### src/rtl/gpio_link_arbiter.sv
// Two-requester round-robin arbiter that hands one 128-bit message at a time to the gpio_protocol link.
// Optional SEND watchdog enabled by defining GPIO_LINK_ARB_TIMEOUT_EN.
module gpio_link_arbiter #(
  parameter int unsigned TIMEOUT = 64
) (
  input  logic         clock,
  input  logic         reset,
  input  logic         req0,
  input  logic [127:0] msg0,
  output logic         ack0,
  input  logic         req1,
  input  logic [127:0] msg1,
  output logic         ack1,
  output logic         link_ready,
  output logic [127:0] link_msg,
  input  logic         link_done,
  output logic         busy,
  output logic         owner,
  output logic         err
);

  typedef enum logic [1:0] {
    IDLE = 2'b00,
    SEND = 2'b01,
    DONE = 2'b10,
    BAD  = 2'b11
  } state_t;

  if (TIMEOUT < 2 || TIMEOUT > 65535) begin : g_bad_timeout
    $error("gpio_link_arbiter: TIMEOUT must be within 2..65535");
  end

  state_t       state, state_nx;
  logic         ready_nx;
  logic [127:0] msg_nx;
  logic         owner_nx;
  logic         last_q, last_nx;
  logic         ack0_nx, ack1_nx;

  // Requester 1 wins when alone, or on contention when requester 0 was served last.
  logic pick_one;
  assign pick_one = req1 & (~req0 | ~last_q);

  assign busy = (state != IDLE);

`ifdef GPIO_LINK_ARB_TIMEOUT_EN
  localparam logic [15:0] CNT_LAST = 16'(TIMEOUT - 1);
  logic [15:0] cnt_q, cnt_nx;
  logic        err_nx;
`endif

  always_comb begin
    // NOTE: every output of this block gets a default first, so no path can infer a latch.
    state_nx = state;
    ready_nx = link_ready;
    msg_nx   = link_msg;
    owner_nx = owner;
    last_nx  = last_q;
    ack0_nx  = 1'b0;
    ack1_nx  = 1'b0;
`ifdef GPIO_LINK_ARB_TIMEOUT_EN
    cnt_nx   = cnt_q;
    err_nx   = 1'b0;
`endif
    case (state)
      IDLE: begin
        if (req0 | req1) begin
          state_nx = SEND;
          ready_nx = 1'b1;
          owner_nx = pick_one;
          msg_nx   = pick_one ? msg1 : msg0;
`ifdef GPIO_LINK_ARB_TIMEOUT_EN
          cnt_nx   = 16'd0;
`endif
        end
      end
      SEND: begin
        if (link_done) begin
          state_nx = DONE;
          ready_nx = 1'b0;
          ack0_nx  = ~owner;
          ack1_nx  = owner;
        end
`ifdef GPIO_LINK_ARB_TIMEOUT_EN
        else if (cnt_q == CNT_LAST) begin
          // Abandon the stalled transfer but still release the requester.
          state_nx = IDLE;
          ready_nx = 1'b0;
          err_nx   = 1'b1;
          ack0_nx  = ~owner;
          ack1_nx  = owner;
          last_nx  = owner;
        end else begin
          cnt_nx = cnt_q + 16'd1;
        end
`endif
      end
      DONE: begin
        if (!link_done) begin
          state_nx = IDLE;
          last_nx  = owner;
        end
      end
      default: begin
        state_nx = IDLE;
        ready_nx = 1'b0;
      end
    endcase
  end

  always_ff @(posedge clock or negedge reset) begin
    if (!reset) begin
      state      <= IDLE;
      link_ready <= 1'b0;
      link_msg   <= '0;
      owner      <= 1'b0;
      last_q     <= 1'b1;
      ack0       <= 1'b0;
      ack1       <= 1'b0;
    end else begin
      // NOTE: non-blocking assignments keep all registers updating from the same pre-edge values.
      state      <= state_nx;
      link_ready <= ready_nx;
      link_msg   <= msg_nx;
      owner      <= owner_nx;
      last_q     <= last_nx;
      ack0       <= ack0_nx;
      ack1       <= ack1_nx;
    end
  end

`ifdef GPIO_LINK_ARB_TIMEOUT_EN
  always_ff @(posedge clock or negedge reset) begin
    if (!reset) begin
      cnt_q <= 16'd0;
      err   <= 1'b0;
    end else begin
      cnt_q <= cnt_nx;
      err   <= err_nx;
    end
  end
`else
  assign err = 1'b0;
`endif

endmodule

### config.mk
export PLATFORM = sky130hd
export DESIGN_NAME = gpio_link_arbiter
export DESIGN_NICKNAME = d
export VERILOG_FILES = /design/src/rtl/gpio_link_arbiter.sv
export SDC_FILE = /design/constraint.sdc
export NUM_CORES = 1
export LEC_CHECK = 0
export CAP_MARGIN = 20
export CORE_AREA = 2 2 152 154
export CTS_CLUSTER_SIZE = 12
export DETAILED_ROUTE_END_ITERATION = 7
export DIE_AREA = 0 0 154 156
export PLACE_DENSITY = 0.78
export SYNTH_ARGS = -nofsm -noshare
export SYNTH_HDL_FRONTEND = slang
export SYNTH_SLANG_ARGS = --single-unit
### constraint.sdc
create_clock -name clock -period 3.7 [get_ports clock]
set_clock_uncertainty 0.2 [all_clocks]
set_input_delay 0.37 -clock clock [delete_from_list [all_inputs] [get_ports clock]]
set_output_delay 0.37 -clock clock [all_outputs]
set_load 0.01 [all_outputs]
# Yosys cells after proc, flatten, opt, wreduce, memory -nomap -nowiden
# Cells that the tools add are included.
# totals
regBits	135
input_bits	261
output_inout_bits	134
word_cells	38
# classes
n_eq_ne	5
n_mux	12
n_bitwise	8
n_reduce_logical	6
# ops
op	count
128-bit two-way mux	1
1-bit two-way mux	6
2-bit two-way mux	3
2-bit inequality test, second input constant	3
2-bit one-hot mux with 3 select lines	1
3-bit AND reduction	2
1-bit inverter	5
2-bit AND reduction	2
1-bit one-hot mux with 3 select lines	1
2-bit by 1-bit equality test with 1-bit output, second input constant	1
2-bit equality test, second input constant	1
2-bit zero test	1
1-bit bitwise OR	2
2-bit nonzero test	1
1-bit bitwise AND	1

# Logic depth before layout (Yosys ltp)
# Gate-level depths: netlist of run 1.
# depth
depth_word	4
ltp_mapped	5
ltp_nobuf	3

# Worst setup path before layout of run 1
# No wires, ideal clock.
# synth_path
path_type	reg-to-reg
startpoint	reg last_q
endpoint	reg link_msg[0]
setup_time_ns	0.125
t_arrival_ns	1.492
required_time_ns	3.375
slack_ns	1.883
path_stages_with_launch	6
n_path_buf	2
synth_period_minus_slack_ns	1.817
path_cell_list	dfstp_2 > a21bo_4 > buf_12 > buf_8 > mux2_4 > mux2_4
# synth_via
elab_chain_len	4
# synth_lines
item	line	source
start, declared	37	logic last_q, last_nx;
start signal, assigned	126	last_q <= last_nx;
1-bit inverter	42	assign pick_one = req1 & (~req0 | ~last_q);
1-bit bitwise OR	42	
1-bit bitwise AND	42	
128-bit two-way mux	71	msg_nx = pick_one ? msg1 : msg0;
end signal, assigned	124	link_msg <= msg_nx;
end, declared	15	output logic [127:0] link_msg,
# Every way passes these cells.
# A chain may end at the register's enable or synchronous reset.

# Worst setup path after layout of run 1
# layout_path
startpoint	reg last_q
endpoint	reg link_msg[103]
# The elaborated chain is that of the path after synthesis.

==> results of run 1 <==
metal layers:
metal,track usage,share of wire
met5,0,0
met3,0.06444,0.090
met1,0.1935,0.40
met2,0.2887,0.49
met4,0.04673,0.015
cells by family after synthesis:
| kind of cell | count (synthesis) | synth area share |
|---|---|---|
| other | 1 | 0.0005023 |
| AOI/OAI and AO/OA | 9 | 0.008717 |
| DFF | 135 | 0.4527 |
| muxes | 256 | 0.4912 |
| and+or+nand+nor | 8 | 0.005698 |
| buffers and inverters | 31 | 0.04123 |
how the worst max path moves through the flow:
stage	endpoint	slack [ps]	depth (start not counted)	from
floorplan	link_msg[0]$_DFFE_PN0P_	1880	5	last_q$_DFFE_PN1P_
global placement	link_msg[106]$_DFFE_PN0P_	1020	5	req0
detailed placement	link_msg[106]$_DFFE_PN0P_	970	5	req0
CTS	link_msg[103]$_DFFE_PN0P_	1380	4	last_q$_DFFE_PN1P_
global route	link_msg[103]$_DFFE_PN0P_	1340	4	last_q$_DFFE_PN1P_
finish	link_msg[103]$_DFFE_PN0P_	1420	4	last_q$_DFFE_PN1P_
layout make-up:
cell class                      count  area, µm²
Fill cell                        1855      10080
Timing Repair Buffer              404       4083
Clock inverter                     11      221.5
Inverter                            2      7.507
Clock buffer                       20      446.7
Tap cell                          285      356.6
Sequential cell                   135       3379
Multi-Input combinational cell    274       3786
critical path, cell delays in order, from the launching register on:
cell and delay, ps:
dfstp_2 540, a21bo_4 300, buf_12 380, mux2_2 400, mux2_2 260
per-stage QoR:
| step | setup slack [ps] | power, mW | hold WS (ps) | cell area, µm² | util |
|---|---|---|---|---|---|
| finish | 1419 | 9.345 | 272.6 | 12280 | 0.5491 |
| detailed placement | 971.1 | 7.453 | 241.2 | 11600 | 0.5188 |
| floorplan | 1883 | 5.278 | -125.6 | 7466 | - |
| CTS | 1380 | 9.465 | 278.6 | 12280 | 0.5491 |
| global placement | 1023 | 7.369 | 229.5 | 11600 | 0.5188 |
| global route | 1335 | 9.822 | 282.6 | 12280 | 0.5491 |
cell usage in the layout, fill, tap and decap left out, types with 2 or more instances in the layout:
master / instances
inv_1: 2
and3_1: 2
mux2_4: 209
clkbuf_16: 17
clkdlybuf4s50_1: 392
nand2b_1: 2
bufinv_16: 6
buf_4: 5
buf_12: 5
o21ai_0: 4
clkinvlp_4: 2
dfrtp_1: 134
clkinv_4: 2
clkbuf_1: 2
mux2_2: 47
nand2_1: 2
power by group through the flow:
stage               Combinational (mW)  Sequential, mW  Clock, mW
finish                            4.71            2.69       1.95
global route                      4.97            2.79       2.06
CTS                               4.77            2.70       2.00
detailed placement                4.75            2.70          0
global placement                  4.68            2.69          0
floorplan                         2.28            3.00          0
timing repair:
action                    CTS  global route
hold buffers                1             0
buffers inserted            0             0
hold endpoints to repair   72             0
state kept, by name (all words and copies together) (netlist names):
register	flops
state	2
ack1	1
last_q	1
ack0	1
owner	1
link_ready	1
link_msg	128
==> summary.txt, run 1 <==
Power and ir drop
  • NetSw: 2.715 mW
  • Cell leakage power: roughly 5.5 nW
  • Internal: about 6.6 mW
  • Sw Ratio: 0.2905
  • Power density over the cells: about 760 nW/µm²
  • Part of the power in combinational logic: 0.504
  • Max VDD drop: about 0.43 mV
  • Sequential share of power: 0.288
  • Clk network pwr share: 0.208

Timing
  • Final Hold Viols: 0
  • Final Setup Violations: 0
  • Final min period: about 2300 ps
  • Fin crit share: 0.6165
  • Slew Limit Fails: 0
  • Setup TNS: 0 ps
  • Worst Tran Pin Value: about 700 ps
  • Slew HR: 0.5243
  • Max Fclk: about 440 MHz
  • RSZ-0062 raised after global routing: false

Route
  • Average wire per standard cell: roughly 18 µm
  • DR vias/cell: around 4.5
  • Vias: 5139
  • TritonRoute pass-1 iters: 4
  • Starting DRC count in detailed routing: ~160
  • Residual DRC: 0
  • Final wirelength: roughly 20 mm
  • Routed Antenna Nets: 0

Floorplan
  • Core Footprint: around 22000 µm²
  • Die height: around 160 µm
  • Die W: ~150 µm
  • I/O Pins: 395
  • Initial Utilization: 0.3338
  • FP Rows: 55
  • Die footprint: about 24000 µm²

Yosys
  • Area of the mapped netlist: approximately 7500 µm²
  • Cell with the most instances after synthesis: mux2_4
  • Syn Area/Cell: 16.97 µm²
  • Dominant cell type by area after synthesis: dfrtp_1
  • Post-synth top cells: mux2_4, dfrtp_1, mux2_2
  • Synth warn: 0
  • Post-synth EDFFs: 0
  • Synth Register Bits: ~140
  • Asr flop ratio synth: 1.000
  • Top cell type's share of synthesized area: 0.4491
  • Sequential share of the synthesized area: 0.4527
  • Most used flip-flop cell after synthesis: dfrtp_1
  • Syn_nets: between 700 and 800
  • Post-synthesis cell count: 440
  • Largest cells by area after synthesis: dfrtp_1, mux2_4, mux2_2
  • Yosys cell types: 22

Global route
  • GR Overflow Total: 0
  • Largest net degree at the start of global routing: 75
  • Total track usage: 0.1671
  • Vias in the first global route: approximately 5600
  • Initial antenna violation count: 0
  • First-pass GRT wire length: 31.36 mm

Setup path
  • CP Capture Type: register
  • Reg2reg setup slack: approximately 1400 ps
  • Critical Path Source Type: register
  • Critical path arrival: around 2400 ps
  • CP Class: register to register
  • FF-to-FF End: link_msg[103]$_DFFE_PN0P_
  • Critical Path Fanout Max: ~60
  • R2R Path Start: last_q$_DFFE_PN1P_
  • R2R depth: 4
  • Required @ worst endpoint: ~3800 ps

Min path
  • Hold Crit Class: register to register
  • Min-Delay Startpoint: link_ready$_DFFE_PN0P_
  • Hold Crit Endpoint: link_ready$_DFFE_PN0P_
  • Hold Path Depth: 2

Clocking
  • CTS sink count: 135
  • Post-CTS sizing: 0
  • TritonCTS clock tree: built
  • Worst skew pair latency: 410 ps
  • H-tree depth: 4
  • Clock Pin Slew Worst Setup and Hold Paths: 60 ps
  • Clock tree buffer depth: 2
  • CTS Buf Count: 17
  • Clk root buf: clkbuf_16

Place
  • Placed Cells: around 1100
  • Final RePlAce weighted congestion: 0.7588
  • # port buffers: 393
  • Hpwl dp: ~15 mm

Job
  • Max-cap viol count: 0

Cells and area
  • Non-filler cells, final: approximately 1100
  • Share of layout cells above drive strength 1: 0.3534
  • P&R area growth vs syn: 64.49%
  • ANT cells: 0
  • # nets final: between 1000 and 1500

Outcome
  • Outcome: finished clean
No activity file was read; power rests on OpenSTA's default activity.
==> inputs of run 2 (changes only) <==
--- a/config.mk
+++ b/config.mk
@@ -10,7 +10,7 @@
 export CTS_CLUSTER_SIZE = 12
 export DETAILED_ROUTE_END_ITERATION = 7
 export DIE_AREA = 0 0 154 156
-export PLACE_DENSITY = 0.78
+export PLACE_DENSITY = 0.81
 export SYNTH_ARGS = -nofsm -noshare
 export SYNTH_HDL_FRONTEND = slang
 export SYNTH_SLANG_ARGS = --single-unit
==> constraint.sdc (replaced) <==
create_clock -name clock -period 1.9 [get_ports clock]
set_clock_uncertainty 0.2 [all_clocks]
set_input_delay 0.19 -clock clock [delete_from_list [all_inputs] [get_ports clock]]
set_output_delay 0.19 -clock clock [all_outputs]
set_load 0.01 [all_outputs]
==> summary.txt, run 2 (synthesized netlist as in run 1, its figures left out) <==
Outcome
  • Outcome: finished, violations left
  • Violated checks: negative setup slack

Floorplan
  • I/O Pins: around 400
  • Die height: 156 µm
  • Die footprint: approximately 24000 µm²
  • FP Rows: 55
  • Initial Utilization: 0.3338
  • Core Footprint: around 22000 µm²
  • Die W: ~150 µm

Cells and area
  • Max reg flops: ~130
  • Top Registers: link_msg x128, state x2
  • Top reg by flops: link_msg
  • Share of layout cells above drive strength 1: 0.3849
  • P&R area growth vs syn: 71.24%
  • Commonest non-fill, non-tap cells in the layout: clkdlybuf4s50_1, mux2_4, dfrtp_1
  • Fin util: 0.5716
  • # nets final: roughly 1100
  • Commonest non-fill, non-tap cell in the layout: clkdlybuf4s50_1
  • Non-filler cells, final: around 1200
  • ANT cells: 0

Setup path
  • CP delay by family, top: multiplexers
  • Crit-path max cell delay: about 540 ps
  • Critical Path Source Type: register
  • CP Capture Type: register
  • Required @ worst endpoint: a little under 2000 ps
  • Critical path arrival: approximately 2000 ps
  • Critical path's slowest cell: dfstp_2
  • Critical Path Fanout Max: 17
  • Worst Path Buf+Inv: 2
  • Reg2reg setup slack: -50 ps
  • R2R depth: 5
  • R2R Path Start: last_q$_DFFE_PN1P_
  • CP Class: register to register
  • Critical-path cell list: a21bo_4 -> buf_12 -> buf_12 -> mux2_4 -> mux2_4
  • FF-to-FF End: link_msg[86]$_DFFE_PN0P_

Place
  • Placed Cells: 1135
  • # port buffers: slightly below 400
  • Hpwl dp: 16.29 mm
  • Final RePlAce weighted congestion: around 0.75

Route
  • DR WL met3: 1.324 mm
  • Wire length on met1: between 8 and 9 mm
  • DR WL met2: 11.05 mm
  • DR vias/cell: about 4.5
  • Routed Antenna Nets: 0
  • Vias: between 5000 and 6000
  • TritonRoute pass-1 iters: 4
  • Final wirelength: between 20 and 25 mm
  • Highest Signal Layer: met4
  • Residual DRC: 0
  • Average wire per standard cell: 17.95 µm
  • Starting DRC count in detailed routing: just under 200

Global route
  • Initial antenna violation count: 0
  • Largest net degree at the start of global routing: 45
  • Total track usage: 0.1711
  • First-pass GRT wire length: between 30 and 40 mm
  • GR Overflow Total: 0
  • Vias in the first global route: about 5700

Timing
  • Final Hold Viols: 0
  • Slew Limit Fails: 0
  • Final min period: ~1900 ps
  • Fin crit share: 1.024
  • Max Fclk: about 500 MHz
  • RSZ-0062 raised after global routing: true
  • Final worst slack: -45.25 ps
  • Final Setup Violations: 55

Power and ir drop
  • Cell leakage power: between 5 and 6 nW
  • Power density over the cells: around 1500 nW/µm²
  • Total power: 18.78 mW
  • Max VDD drop: about 0.65 mV

Job
  • Max-cap viol count: 0

Min path
  • Hold Crit Class: primary input to asynchronous set/reset pin

Clocking
  • Worst skew pair latency: ~400 ps
  • Clock tree buffer depth: 2
  • Clk root buf: clkbuf_16
  • CTS Buf Count: 17
  • H-tree depth: 4
  • CTS sink count: ~140
  • Clock Pin Slew Worst Setup and Hold Paths: around 60 ps
  • TritonCTS clock tree: built
-- run 2: area by class of cell --
cell class,instances,area (µm²)
Timing Repair Buffer,445,4561
Clock buffer,19,432.9
Tap cell,285,356.6
Sequential cell,135,3381
Fill cell,1767,9580
Clock inverter,11,200.2
Inverter,2,7.507
Multi-Input combinational cell,274,3846
-- run 2: metal layers --
layer	up-vias	track usage
met1	2557	0.1995
li1	2455	-
met5	-	0
met4	0	0.05118
met3	24	0.04722
met2	220	0.3071
-- run 2: power by group --
group          switching (mW)  total [mW]  internal [mW]
logic                    3.32        9.89           6.58
clock network            1.26        3.59           2.33
registers               0.919        5.30           4.38
-- run 2: metrics by stage --
stage / setup TNS, ps / setup slack [ps] / instance area (µm²) / hold WS [ps]
floorplan: 0 / 83.13 / 7466 / -305.6
global placement: -26810 / -236.1 / 12020 / -61.68
detailed placement: -28360 / -255.0 / 12020 / -59.23
CTS: -2864 / -74.98 / 12700 / 61.49
global route: -5157 / -96.04 / 12780 / 89.25
finish: -926.6 / -45.25 / 12780 / 70.19
-- run 2: worst register-to-register path, cell delays in order, from the launching register on --
cell     delay [ps]
dfstp_2         540
a21bo_4         160
buf_12          170
buf_12          190
mux2_4          310
mux2_4          260
-- run 2: worst max path at each step --
| stage | start | depth (start not counted) | slack [ps] | to |
|---|---|---|---|---|
| after global placement | req1 | 6 | -240 | link_msg[7]$_DFFE_PN0P_ |
| after CTS | last_q$_DFFE_PN1P_ | 5 | -70 | link_msg[86]$_DFFE_PN0P_ |
| after global routing | last_q$_DFFE_PN1P_ | 5 | -100 | link_msg[111]$_DFFE_PN0P_ |
| final | last_q$_DFFE_PN1P_ | 5 | -50 | link_msg[86]$_DFFE_PN0P_ |
| after detailed placement | req0 | 6 | -260 | link_msg[111]$_DFFE_PN0P_ |
| after floorplan | last_q$_DFFE_PN1P_ | 5 | 80 | link_msg[0]$_DFFE_PN0P_ |
-- run 2: timing repair --
item | in CTS | in global routing
hold buffers | 1 | 0
setup buffers | 2 | 2
endpoints found under the setup margin | 100 | 114
gates cloned | 0 | 1
resized for setup | 8 | 11
hold endpoints to repair | 135 | 0
